`config.mk`:
```
export PLATFORM = sky130hd
export DESIGN_NAME = speck_ti_sequencer_flat
export DESIGN_NICKNAME = d
export VERILOG_FILES = /design/src/rtl/speck_ti_sequencer_if.sv /design/src/rtl/speck_ti_sequencer.sv /design/src/flat_wrapper.sv
export SDC_FILE = /design/constraint.sdc
export NUM_CORES = 2
export LEC_CHECK = 0
export CAP_MARGIN = 20
export CORE_AREA = 10 10 448 450
export DETAILED_ROUTE_END_ITERATION = 8
export DIE_AREA = 0 0 458 460
export HOLD_SLACK_MARGIN = 0.05
export PLACE_DENSITY = 0.47
export SLEW_MARGIN = 40
export SYNTH_ARGS = -nofsm -noshare
export SYNTH_HDL_FRONTEND = slang
export SYNTH_SLANG_ARGS = --single-unit
```
`constraint.sdc`:
```
create_clock -name clk -period 36.6 [get_ports clk]
set_input_delay 3.66 -clock clk [delete_from_list [all_inputs] [get_ports clk]]
set_output_delay 3.66 -clock clk [all_outputs]
set_load 0.1 [all_outputs]
```
`src/rtl/speck_ti_sequencer_if.sv`:
```
// Host and core signal bundle for the three-share Speck-128/128 TI sequencer.
// The sequencer uses the slave modport. The host/core side uses the master modport.
interface speck_ti_sequencer_if;
  logic         in_valid;
  logic         in_ready;
  logic [127:0] pt_sh0;
  logic [127:0] pt_sh1;
  logic [127:0] pt_sh2;
  logic [127:0] key_sh0;
  logic [127:0] key_sh1;
  logic [127:0] key_sh2;
  logic [1:0]   rnd_in;
  logic         abort;
  logic         core_we;
  logic         core_start;
  logic [2:0]   core_din;
  logic [2:0]   core_kdin;
  logic [2:0]   core_carry_init;
  logic [1:0]   core_cipher0;
  logic [1:0]   core_cipher1;
  logic [1:0]   core_cipher2;
  logic         core_rndlessthan32;
  logic [127:0] ct_sh0;
  logic [127:0] ct_sh1;
  logic [127:0] ct_sh2;
  logic         out_valid;
  logic         out_ready;
  logic         busy;
  logic         timeout_err;

  modport slave (
    input  in_valid, pt_sh0, pt_sh1, pt_sh2, key_sh0, key_sh1, key_sh2,
           rnd_in, abort, core_cipher0, core_cipher1, core_cipher2,
           core_rndlessthan32, out_ready,
    output in_ready, core_we, core_start, core_din, core_kdin, core_carry_init,
           ct_sh0, ct_sh1, ct_sh2, out_valid, busy, timeout_err
  );

  modport master (
    output in_valid, pt_sh0, pt_sh1, pt_sh2, key_sh0, key_sh1, key_sh2,
           rnd_in, abort, core_cipher0, core_cipher1, core_cipher2,
           core_rndlessthan32, out_ready,
    input  in_ready, core_we, core_start, core_din, core_kdin, core_carry_init,
           ct_sh0, ct_sh1, ct_sh2, out_valid, busy, timeout_err
  );
endinterface

```
`src/rtl/speck_ti_sequencer.sv`:
```
// Sequencer that serially loads three plaintext/key shares into the bit-serial Speck TI core,
// supervises the run, and collects the three ciphertext shares. The shares are never combined.
module speck_ti_sequencer #(
  parameter int WATCHDOG_CYCLES = 2112,
  parameter int LOAD_BITS       = 128,
  parameter int UNLOAD_CYCLES   = 64
) (
  input logic clk,
  input logic rst,
  speck_ti_sequencer_if.slave bus
);

  typedef enum logic [2:0] {
    S_IDLE,
    S_LOAD,
    S_RUN,
    S_UNLOAD,
    S_DONE
  } state_t;

  localparam int WDW = $clog2(WATCHDOG_CYCLES + 1);
  localparam logic [6:0]     LAST_BIT    = 7'(LOAD_BITS - 1);
  localparam logic [5:0]     LAST_UNLOAD = 6'(UNLOAD_CYCLES - 1);
  localparam logic [WDW-1:0] WD_LAST     = WDW'(WATCHDOG_CYCLES - 1);

  state_t         r_state;
  logic [127:0]   r_pt0, r_pt1, r_pt2;
  logic [127:0]   r_key0, r_key1, r_key2;
  logic [127:0]   r_ct0, r_ct1, r_ct2;
  logic [6:0]     r_bitcnt;
  logic [5:0]     r_ucnt;
  logic [WDW-1:0] r_wdcnt;
  logic           r_we;
  logic           r_start;
  logic [2:0]     r_din;
  logic [2:0]     r_kdin;
  logic           r_out_valid;
  logic           r_timeout;

  // The carry masks are three shares of zero built from the two fresh random bits.
  assign bus.core_carry_init = {bus.rnd_in[0], bus.rnd_in[1], bus.rnd_in[0] ^ bus.rnd_in[1]};
  assign bus.in_ready        = (r_state == S_IDLE);
  assign bus.busy            = (r_state != S_IDLE);
  assign bus.core_we         = r_we;
  assign bus.core_start      = r_start;
  assign bus.core_din        = r_din;
  assign bus.core_kdin       = r_kdin;
  assign bus.ct_sh0          = r_ct0;
  assign bus.ct_sh1          = r_ct1;
  assign bus.ct_sh2          = r_ct2;
  assign bus.out_valid       = r_out_valid;
  assign bus.timeout_err     = r_timeout;

  always_ff @(posedge clk or posedge rst) begin
    if (rst) begin
      r_state     <= S_IDLE;
      r_pt0       <= '0;
      r_pt1       <= '0;
      r_pt2       <= '0;
      r_key0      <= '0;
      r_key1      <= '0;
      r_key2      <= '0;
      r_ct0       <= '0;
      r_ct1       <= '0;
      r_ct2       <= '0;
      r_bitcnt    <= '0;
      r_ucnt      <= '0;
      r_wdcnt     <= '0;
      r_we        <= 1'b0;
      r_start     <= 1'b0;
      r_din       <= '0;
      r_kdin      <= '0;
      r_out_valid <= 1'b0;
      r_timeout   <= 1'b0;
    end else if (bus.abort && r_state != S_IDLE) begin
      r_state     <= S_IDLE;
      r_we        <= 1'b0;
      r_start     <= 1'b0;
      r_din       <= '0;
      r_kdin      <= '0;
      r_out_valid <= 1'b0;
      r_bitcnt    <= '0;
      r_ucnt      <= '0;
      r_wdcnt     <= '0;
    end else begin
      case (r_state)
        S_IDLE: begin
          if (bus.in_valid) begin
            // Bit 0 goes straight to the core outputs so the first LOAD cycle already carries it.
            r_din     <= {bus.pt_sh2[0], bus.pt_sh1[0], bus.pt_sh0[0]};
            r_kdin    <= {bus.key_sh2[0], bus.key_sh1[0], bus.key_sh0[0]};
            r_pt0     <= bus.pt_sh0 >> 1;
            r_pt1     <= bus.pt_sh1 >> 1;
            r_pt2     <= bus.pt_sh2 >> 1;
            r_key0    <= bus.key_sh0 >> 1;
            r_key1    <= bus.key_sh1 >> 1;
            r_key2    <= bus.key_sh2 >> 1;
            r_we      <= 1'b1;
            r_bitcnt  <= '0;
            r_timeout <= 1'b0;
            r_state   <= S_LOAD;
          end
        end
        S_LOAD: begin
          r_bitcnt <= r_bitcnt + 7'd1;
          if (r_bitcnt == LAST_BIT) begin
            r_we    <= 1'b0;
            r_start <= 1'b1;
            r_din   <= '0;
            r_kdin  <= '0;
            r_wdcnt <= '0;
            r_state <= S_RUN;
          end else begin
            r_din  <= {r_pt2[0], r_pt1[0], r_pt0[0]};
            r_kdin <= {r_key2[0], r_key1[0], r_key0[0]};
            r_pt0  <= r_pt0 >> 1;
            r_pt1  <= r_pt1 >> 1;
            r_pt2  <= r_pt2 >> 1;
            r_key0 <= r_key0 >> 1;
            r_key1 <= r_key1 >> 1;
            r_key2 <= r_key2 >> 1;
          end
        end
        S_RUN: begin
          r_wdcnt <= r_wdcnt + 1'b1;
          if (r_wdcnt == WD_LAST) begin
            r_timeout <= 1'b1;
            r_start   <= 1'b0;
            r_state   <= S_IDLE;
          end else if (!bus.core_rndlessthan32) begin
            r_ucnt  <= '0;
            r_state <= S_UNLOAD;
          end
        end
        S_UNLOAD: begin
          // x-half takes cipher bit 1, y-half cipher bit 0; both shift right so sample 0 lands in bit 0.
          r_ct0  <= {bus.core_cipher0[1], r_ct0[127:65], bus.core_cipher0[0], r_ct0[63:1]};
          r_ct1  <= {bus.core_cipher1[1], r_ct1[127:65], bus.core_cipher1[0], r_ct1[63:1]};
          r_ct2  <= {bus.core_cipher2[1], r_ct2[127:65], bus.core_cipher2[0], r_ct2[63:1]};
          r_ucnt <= r_ucnt + 6'd1;
          if (r_ucnt == LAST_UNLOAD) begin
            r_start     <= 1'b0;
            r_out_valid <= 1'b1;
            r_state     <= S_DONE;
          end
        end
        S_DONE: begin
          if (bus.out_ready) begin
            r_out_valid <= 1'b0;
            r_state     <= S_IDLE;
          end
        end
        default: r_state <= S_IDLE;
      endcase
    end
  end

endmodule
```
`src/flat_wrapper.sv`:
```
// flat-port wrapper written by rule: the top's interface ports become plain ports
module speck_ti_sequencer_flat 
#(
  parameter int WATCHDOG_CYCLES = 2112,
  parameter int LOAD_BITS       = 128,
  parameter int UNLOAD_CYCLES   = 64
)
  (clk, rst, bus_in_valid, bus_pt_sh0, bus_pt_sh1, bus_pt_sh2, bus_key_sh0, bus_key_sh1, bus_key_sh2, bus_rnd_in, bus_abort, bus_core_cipher0, bus_core_cipher1, bus_core_cipher2, bus_core_rndlessthan32, bus_out_ready, bus_in_ready, bus_core_we, bus_core_start, bus_core_din, bus_core_kdin, bus_core_carry_init, bus_ct_sh0, bus_ct_sh1, bus_ct_sh2, bus_out_valid, bus_busy, bus_timeout_err);
  speck_ti_sequencer_if bus_i ();
  input logic clk;
  input logic rst;
  input wire logic [$bits(bus_i.in_valid)-1:0] bus_in_valid;
  input wire logic [$bits(bus_i.pt_sh0)-1:0] bus_pt_sh0;
  input wire logic [$bits(bus_i.pt_sh1)-1:0] bus_pt_sh1;
  input wire logic [$bits(bus_i.pt_sh2)-1:0] bus_pt_sh2;
  input wire logic [$bits(bus_i.key_sh0)-1:0] bus_key_sh0;
  input wire logic [$bits(bus_i.key_sh1)-1:0] bus_key_sh1;
  input wire logic [$bits(bus_i.key_sh2)-1:0] bus_key_sh2;
  input wire logic [$bits(bus_i.rnd_in)-1:0] bus_rnd_in;
  input wire logic [$bits(bus_i.abort)-1:0] bus_abort;
  input wire logic [$bits(bus_i.core_cipher0)-1:0] bus_core_cipher0;
  input wire logic [$bits(bus_i.core_cipher1)-1:0] bus_core_cipher1;
  input wire logic [$bits(bus_i.core_cipher2)-1:0] bus_core_cipher2;
  input wire logic [$bits(bus_i.core_rndlessthan32)-1:0] bus_core_rndlessthan32;
  input wire logic [$bits(bus_i.out_ready)-1:0] bus_out_ready;
  output wire logic [$bits(bus_i.in_ready)-1:0] bus_in_ready;
  output wire logic [$bits(bus_i.core_we)-1:0] bus_core_we;
  output wire logic [$bits(bus_i.core_start)-1:0] bus_core_start;
  output wire logic [$bits(bus_i.core_din)-1:0] bus_core_din;
  output wire logic [$bits(bus_i.core_kdin)-1:0] bus_core_kdin;
  output wire logic [$bits(bus_i.core_carry_init)-1:0] bus_core_carry_init;
  output wire logic [$bits(bus_i.ct_sh0)-1:0] bus_ct_sh0;
  output wire logic [$bits(bus_i.ct_sh1)-1:0] bus_ct_sh1;
  output wire logic [$bits(bus_i.ct_sh2)-1:0] bus_ct_sh2;
  output wire logic [$bits(bus_i.out_valid)-1:0] bus_out_valid;
  output wire logic [$bits(bus_i.busy)-1:0] bus_busy;
  output wire logic [$bits(bus_i.timeout_err)-1:0] bus_timeout_err;
  assign bus_i.in_valid = bus_in_valid;
  assign bus_i.pt_sh0 = bus_pt_sh0;
  assign bus_i.pt_sh1 = bus_pt_sh1;
  assign bus_i.pt_sh2 = bus_pt_sh2;
  assign bus_i.key_sh0 = bus_key_sh0;
  assign bus_i.key_sh1 = bus_key_sh1;
  assign bus_i.key_sh2 = bus_key_sh2;
  assign bus_i.rnd_in = bus_rnd_in;
  assign bus_i.abort = bus_abort;
  assign bus_i.core_cipher0 = bus_core_cipher0;
  assign bus_i.core_cipher1 = bus_core_cipher1;
  assign bus_i.core_cipher2 = bus_core_cipher2;
  assign bus_i.core_rndlessthan32 = bus_core_rndlessthan32;
  assign bus_i.out_ready = bus_out_ready;
  assign bus_in_ready = bus_i.in_ready;
  assign bus_core_we = bus_i.core_we;
  assign bus_core_start = bus_i.core_start;
  assign bus_core_din = bus_i.core_din;
  assign bus_core_kdin = bus_i.core_kdin;
  assign bus_core_carry_init = bus_i.core_carry_init;
  assign bus_ct_sh0 = bus_i.ct_sh0;
  assign bus_ct_sh1 = bus_i.ct_sh1;
  assign bus_ct_sh2 = bus_i.ct_sh2;
  assign bus_out_valid = bus_i.out_valid;
  assign bus_busy = bus_i.busy;
  assign bus_timeout_err = bus_i.timeout_err;
  speck_ti_sequencer #(.WATCHDOG_CYCLES(WATCHDOG_CYCLES), .LOAD_BITS(LOAD_BITS), .UNLOAD_CYCLES(UNLOAD_CYCLES)) u_core (.clk(clk), .rst(rst), .bus(bus_i));
endmodule
```
[Word-level counts from Yosys, hierarchy flattened]
Index checks and enable logic that the tools add are counted.
Storage, ports and cells
  register bits after elaboration: 1190
  word-level logic and storage cells: 122
  bits of input ports: 782
  output and inout bits: 399
Cells by class
  equality and inequality tests: 18
  muxes and demuxes: 60
  bitwise logic cells: 2
  reduce and logical (&&, ||, !) cells: 20
  add/subtract/negate cells: 3
Operator list (number)
  128-bit two-way mux: 12
  128-bit one-hot mux with 2 select lines: 6
  3-bit two-way mux: 13
  12-bit two-way mux: 2
  12-bit one-hot mux with 2 select lines: 1
  6-bit two-way mux: 3
  3-bit one-hot mux with 5 select lines: 1
  3-bit nonzero test: 5
  7-bit two-way mux: 2
  7-bit one-hot mux with 2 select lines: 1
  12-bit by 1-bit adder with 12-bit output (second input constant): 1
  12-bit equality test (second input constant): 1
  1-bit two-way mux: 12
  3-bit by 2-bit inequality test with 1-bit output (second input constant): 4
  3-bit one-hot mux with 2 select lines: 2
  6-bit one-hot mux with 2 select lines: 1
  4-bit AND reduction: 3
  3-bit by 1-bit inequality test with 1-bit output (second input constant): 3
  3-bit AND reduction: 3
  7-bit by 1-bit adder with 7-bit output (second input constant): 1
  7-bit equality test (second input constant): 1
  6-bit by 1-bit adder with 6-bit output (second input constant): 1
  3-bit by 2-bit equality test with 1-bit output (second input constant): 2
  6-bit equality test (second input constant): 1
  other kinds (15): 21

[Logic depth before layout (Yosys ltp)]
  depth after elaboration: 4
  gate-level depth with buffers: 9
  mapped depth without buffers: 6

[Worst setup path after synthesis]
OpenSTA, ideal clock, no wires.
  path kind: input to output
  from: input port bus_rnd_in[1]
  to: output port bus_core_carry_init[0]
  path buffers: 0
  required time: 32.940 ns
  stages: 1
  slack: 27.850 ns
  data arrival time: 5.090 ns
  cell sequence: xor2_1
Between the ends
  cells in the longest elaborated chain, start to end: 1
Ends and longest elaborated chain
  start: declaration: line flat_wrapper.sv:19  | input wire logic [$bits(bus_i.rnd_in)-1:0] bus_rnd_in;
  1-bit XOR: line speck_ti_sequencer.sv:41  | assign bus.core_carry_init = {bus.rnd_in[0], bus.rnd_in[1], bus.rnd_in[0] ^ bus.rnd_in[1]};
  end: declaration: line flat_wrapper.sv:31  | output wire logic [$bits(bus_i.core_carry_init)-1:0] bus_core_carry_init;
No other way between the ends.

[Worst setup path in the final report]
  from: input port bus_rnd_in[0]
  to: output port bus_core_carry_init[0]
Same word-level chain as after synthesis.

==> run summary <==
IR drop worst, VDD = 0.0371 mV
switch share = 30.2%
hold path cells = 2
Final Cycle Share = 22.9%
Hold EP = u_core.bus.ct_sh1[80]
Most used DFF post-synth = dfrtp_1
CTS root buffer = clkbuf_16
synthesized area = 50300 um2
pwr/cell area = 58.1 nW/um2
# H-tree levels = 4
Setup-failing EPs final = 0
Area growth syn-to-layout = 33.5%
CTS Hold Bufs = 0
vias per cell = 4.61
fill count = 20123
Sink Count = 1184
Fin Clk Skew = 30.7 ps
WL final = 197 mm
Routed wire per std cell = 20.5 um
Non-Filler Instances = 9623
placer congestion estimate = 0.822
cell area after placement = 62300 um2
reg-to-reg slack, setup = 31930 ps
Max-slew headroom = 45.6%
FF+latch count, synth = 1184
Die ar. = 211000 um2
Rows = 161
synth warn = 0
Net Sw Power = 1.18 mW
Worst R2R Path Depth = 8
CP Capture Type = output port
final setup TNS = 0 ps
worst slew pin tran = 815 ps
synth unique cells = 48
Post-CTS Setup Bufs = 0
Core Area = 192000 um2
clk slew on worst S/H paths = 60 ps
Post-synth EDFFs = 0
Post-Syn Instances = 5994
GRT Total Usage = 17.9%
Crit Path Category = in -> out
Hold WS = 468 ps
multi-input logic area = 18800 um2
number of global-route vias before repair = 42974
Hold Path Origin = u_core.bus.ct_sh1[81]
status = completed
Final Max Slew Viols = 0
first-pass GRT wire length = 290 mm
Finished Core Util = 35.1%
Worst Slack Setup Final = 28220 ps
Clock power frac = 36.6%
post_cts resized = 0
Data required, critical path = 32940 ps
vias after detailed routing = 44372
post-place setup slack = 28210 ps
cts bufs inserted = 142
Reg-to-Reg End = u_core.r_key1[26]
storage element area = 29600 um2
post-synthesis sequential area ratio = 58.9%
CTS tree = done
DRT iter0 DRCs = 3883
Fin. Hold Viols = 0
total of max-cap violations = 0
Die Ht = 460 um
Worst setup SP type = input port
Logic pwr share = 18.7%
Flop pwr share = 44.7%
Ports = 1181
largest net degree at the start of global routing = 233
Power Internal = 2.73 mW
Max Fclk = 0.119 GHz
PortBufs = 1180
RSZ-0062 raised after global routing = false
Post-Syn Area per Cell = 8.39 um2
R2R Path Start = u_core.r_state[1]
CP Max Fanout = 2
leakage = 32.0 nW
starting density of the core = 26.3%
Clk Latency, worst-skew pair = 810 ps
die width = 458 um
initial antenna violation count = 88
share of layout cells above drive strength 1 = 9.79%
Pre-antenna DRT Iters = 6
Inst Count DP = 9330
worst hold path type = reg -> reg
Detail Route Antenna Nets = 0
Pwr Total = 3.91 mW
fin nets = 7738
final instance area = 67200 um2
grt total ovfl = 0
Clock Tree Buf Depth = 3
drt drc = 0
post-layout min period = 8380 ps
async set-reset flop share out of synthesis = 100%
DP Wirelength = 143 mm
crit path DAT = 4720 ps
syn_nets = 6779
[per-layer routing]
| layer | part of all wire (%) | track usage, % |
|---|---|---|
| met5 | 0.24 | 0 |
| met4 | 3.0 | 7.00 |
| met3 | 7.1 | 5.66 |
| met2 | 47 | 28.3 |
| met1 | 43 | 22.8 |
[registers in the layout, indices dropped and copies added (netlist names)]
register and flops:
u_core.r_ucnt 6, u_core.bus.core_we 1, u_core.bus.ct_sh2 128, u_core.r_key0 127
u_core.bus.core_din 3, u_core.r_state 3, u_core.bus.timeout_err 1, u_core.bus.ct_sh1 128
u_core.r_pt2 127, u_core.bus.ct_sh0 128, u_core.r_pt1 127, u_core.r_pt0 127
u_core.bus.out_valid 1, u_core.r_bitcnt 7, u_core.r_key1 127, u_core.bus.core_kdin 3
u_core.r_key2 127, u_core.r_wdcnt 12, u_core.bus.core_start 1
[worst max-delay path by stage]
| stage | from | endpoint | slack, ps |
|---|---|---|---|
| floorplan | rst | u_core.bus.core_din[0] | 16590 |
| global placement | bus_rnd_in[0] | bus_core_carry_init[0] | 27460 |
| detailed placement | bus_rnd_in[0] | bus_core_carry_init[0] | 28210 |
| CTS | bus_rnd_in[0] | bus_core_carry_init[0] | 28210 |
| global route | bus_rnd_in[1] | bus_core_carry_init[0] | 28150 |
| finish | bus_rnd_in[0] | bus_core_carry_init[0] | 28220 |
[cells in the mapped netlist, types with 3 or more instances]
master / n / area share [%]
nor4_1: 3 / 0.037
o31ai_1: 3 / 0.045
o21ai_0: 13 / 0.13
dfrtp_1: 1184 / 59
xnor2_1: 4 / 0.070
a22o_1: 4 / 0.070
a31oi_1: 758 / 9.4
buf_1: 22 / 0.16
xor2_1: 7 / 0.12
buf_2: 248 / 2.5
nand3_1: 20 / 0.20
and3_1: 7 / 0.087
inv_1: 5 / 0.037
clkbuf_1: 155 / 1.2
buf_4: 6 / 0.090
a21oi_1: 4 / 0.040
nor3_1: 7 / 0.070
a211o_1: 3 / 0.052
nor2_1: 784 / 5.8
nor2b_1: 4 / 0.050
nand2_1: 2709 / 20
ha_1: 3 / 0.075
a22oi_1: 5 / 0.075
[layout by cell type (no fill, tap or decap), types with 7 or more instances in the layout]
cell type / n
nand2_1: 2708
buf_16: 11
xor2_1: 7
clkbuf_1: 39
diode_2: 38
buf_6: 28
a31oi_1: 758
clkinv_2: 18
dfrtp_1: 1184
and3_1: 7
buf_4: 25
buf_2: 388
nand3_1: 19
nor2_1: 784
clkdlybuf4s50_1: 781
clkbuf_8: 31
o21ai_0: 13
clkbuf_16: 149
buf_12: 12
[cell families after synthesis]
logic type | share of synthesized area, %
compound gates | 10.1
xor+xnor | 0.191
fa+ha+maj | 0.0746
buf+inv | 3.91
flops | 58.9
mux | 0.0423
simple gates | 26.8
[final cells by class]
cell class / count / area share [%]
Sequential cell: 1184 / 44.1
Inverter: 5 / 0.0335
Clock inverter: 32 / 0.588
Clock buffer: 218 / 6.38
Timing Repair Buffer: 1246 / 16.1
Tap cell: 2526 / 4.70
Antenna cell: 38 / 0.142
Multi-Input combinational cell: 4374 / 27.9
[critical path, cell delays in order]
cell and delay, ps:
clkdlybuf4s50_1 480, xor2_1 140, buf_2 440
[power groups by stage]
stage	clock (mW)	combinational (mW)	sequential, mW
6_report	1.43	0.730	1.75
5_1_grt	1.53	0.834	1.78
4_1_cts	1.48	0.741	1.75
3_5_place_dp	0	0.739	1.77
3_3_place_gp	0	0.724	1.76
2_1_floorplan	0	0.504	1.75
(Power assumes the default switching activity.)
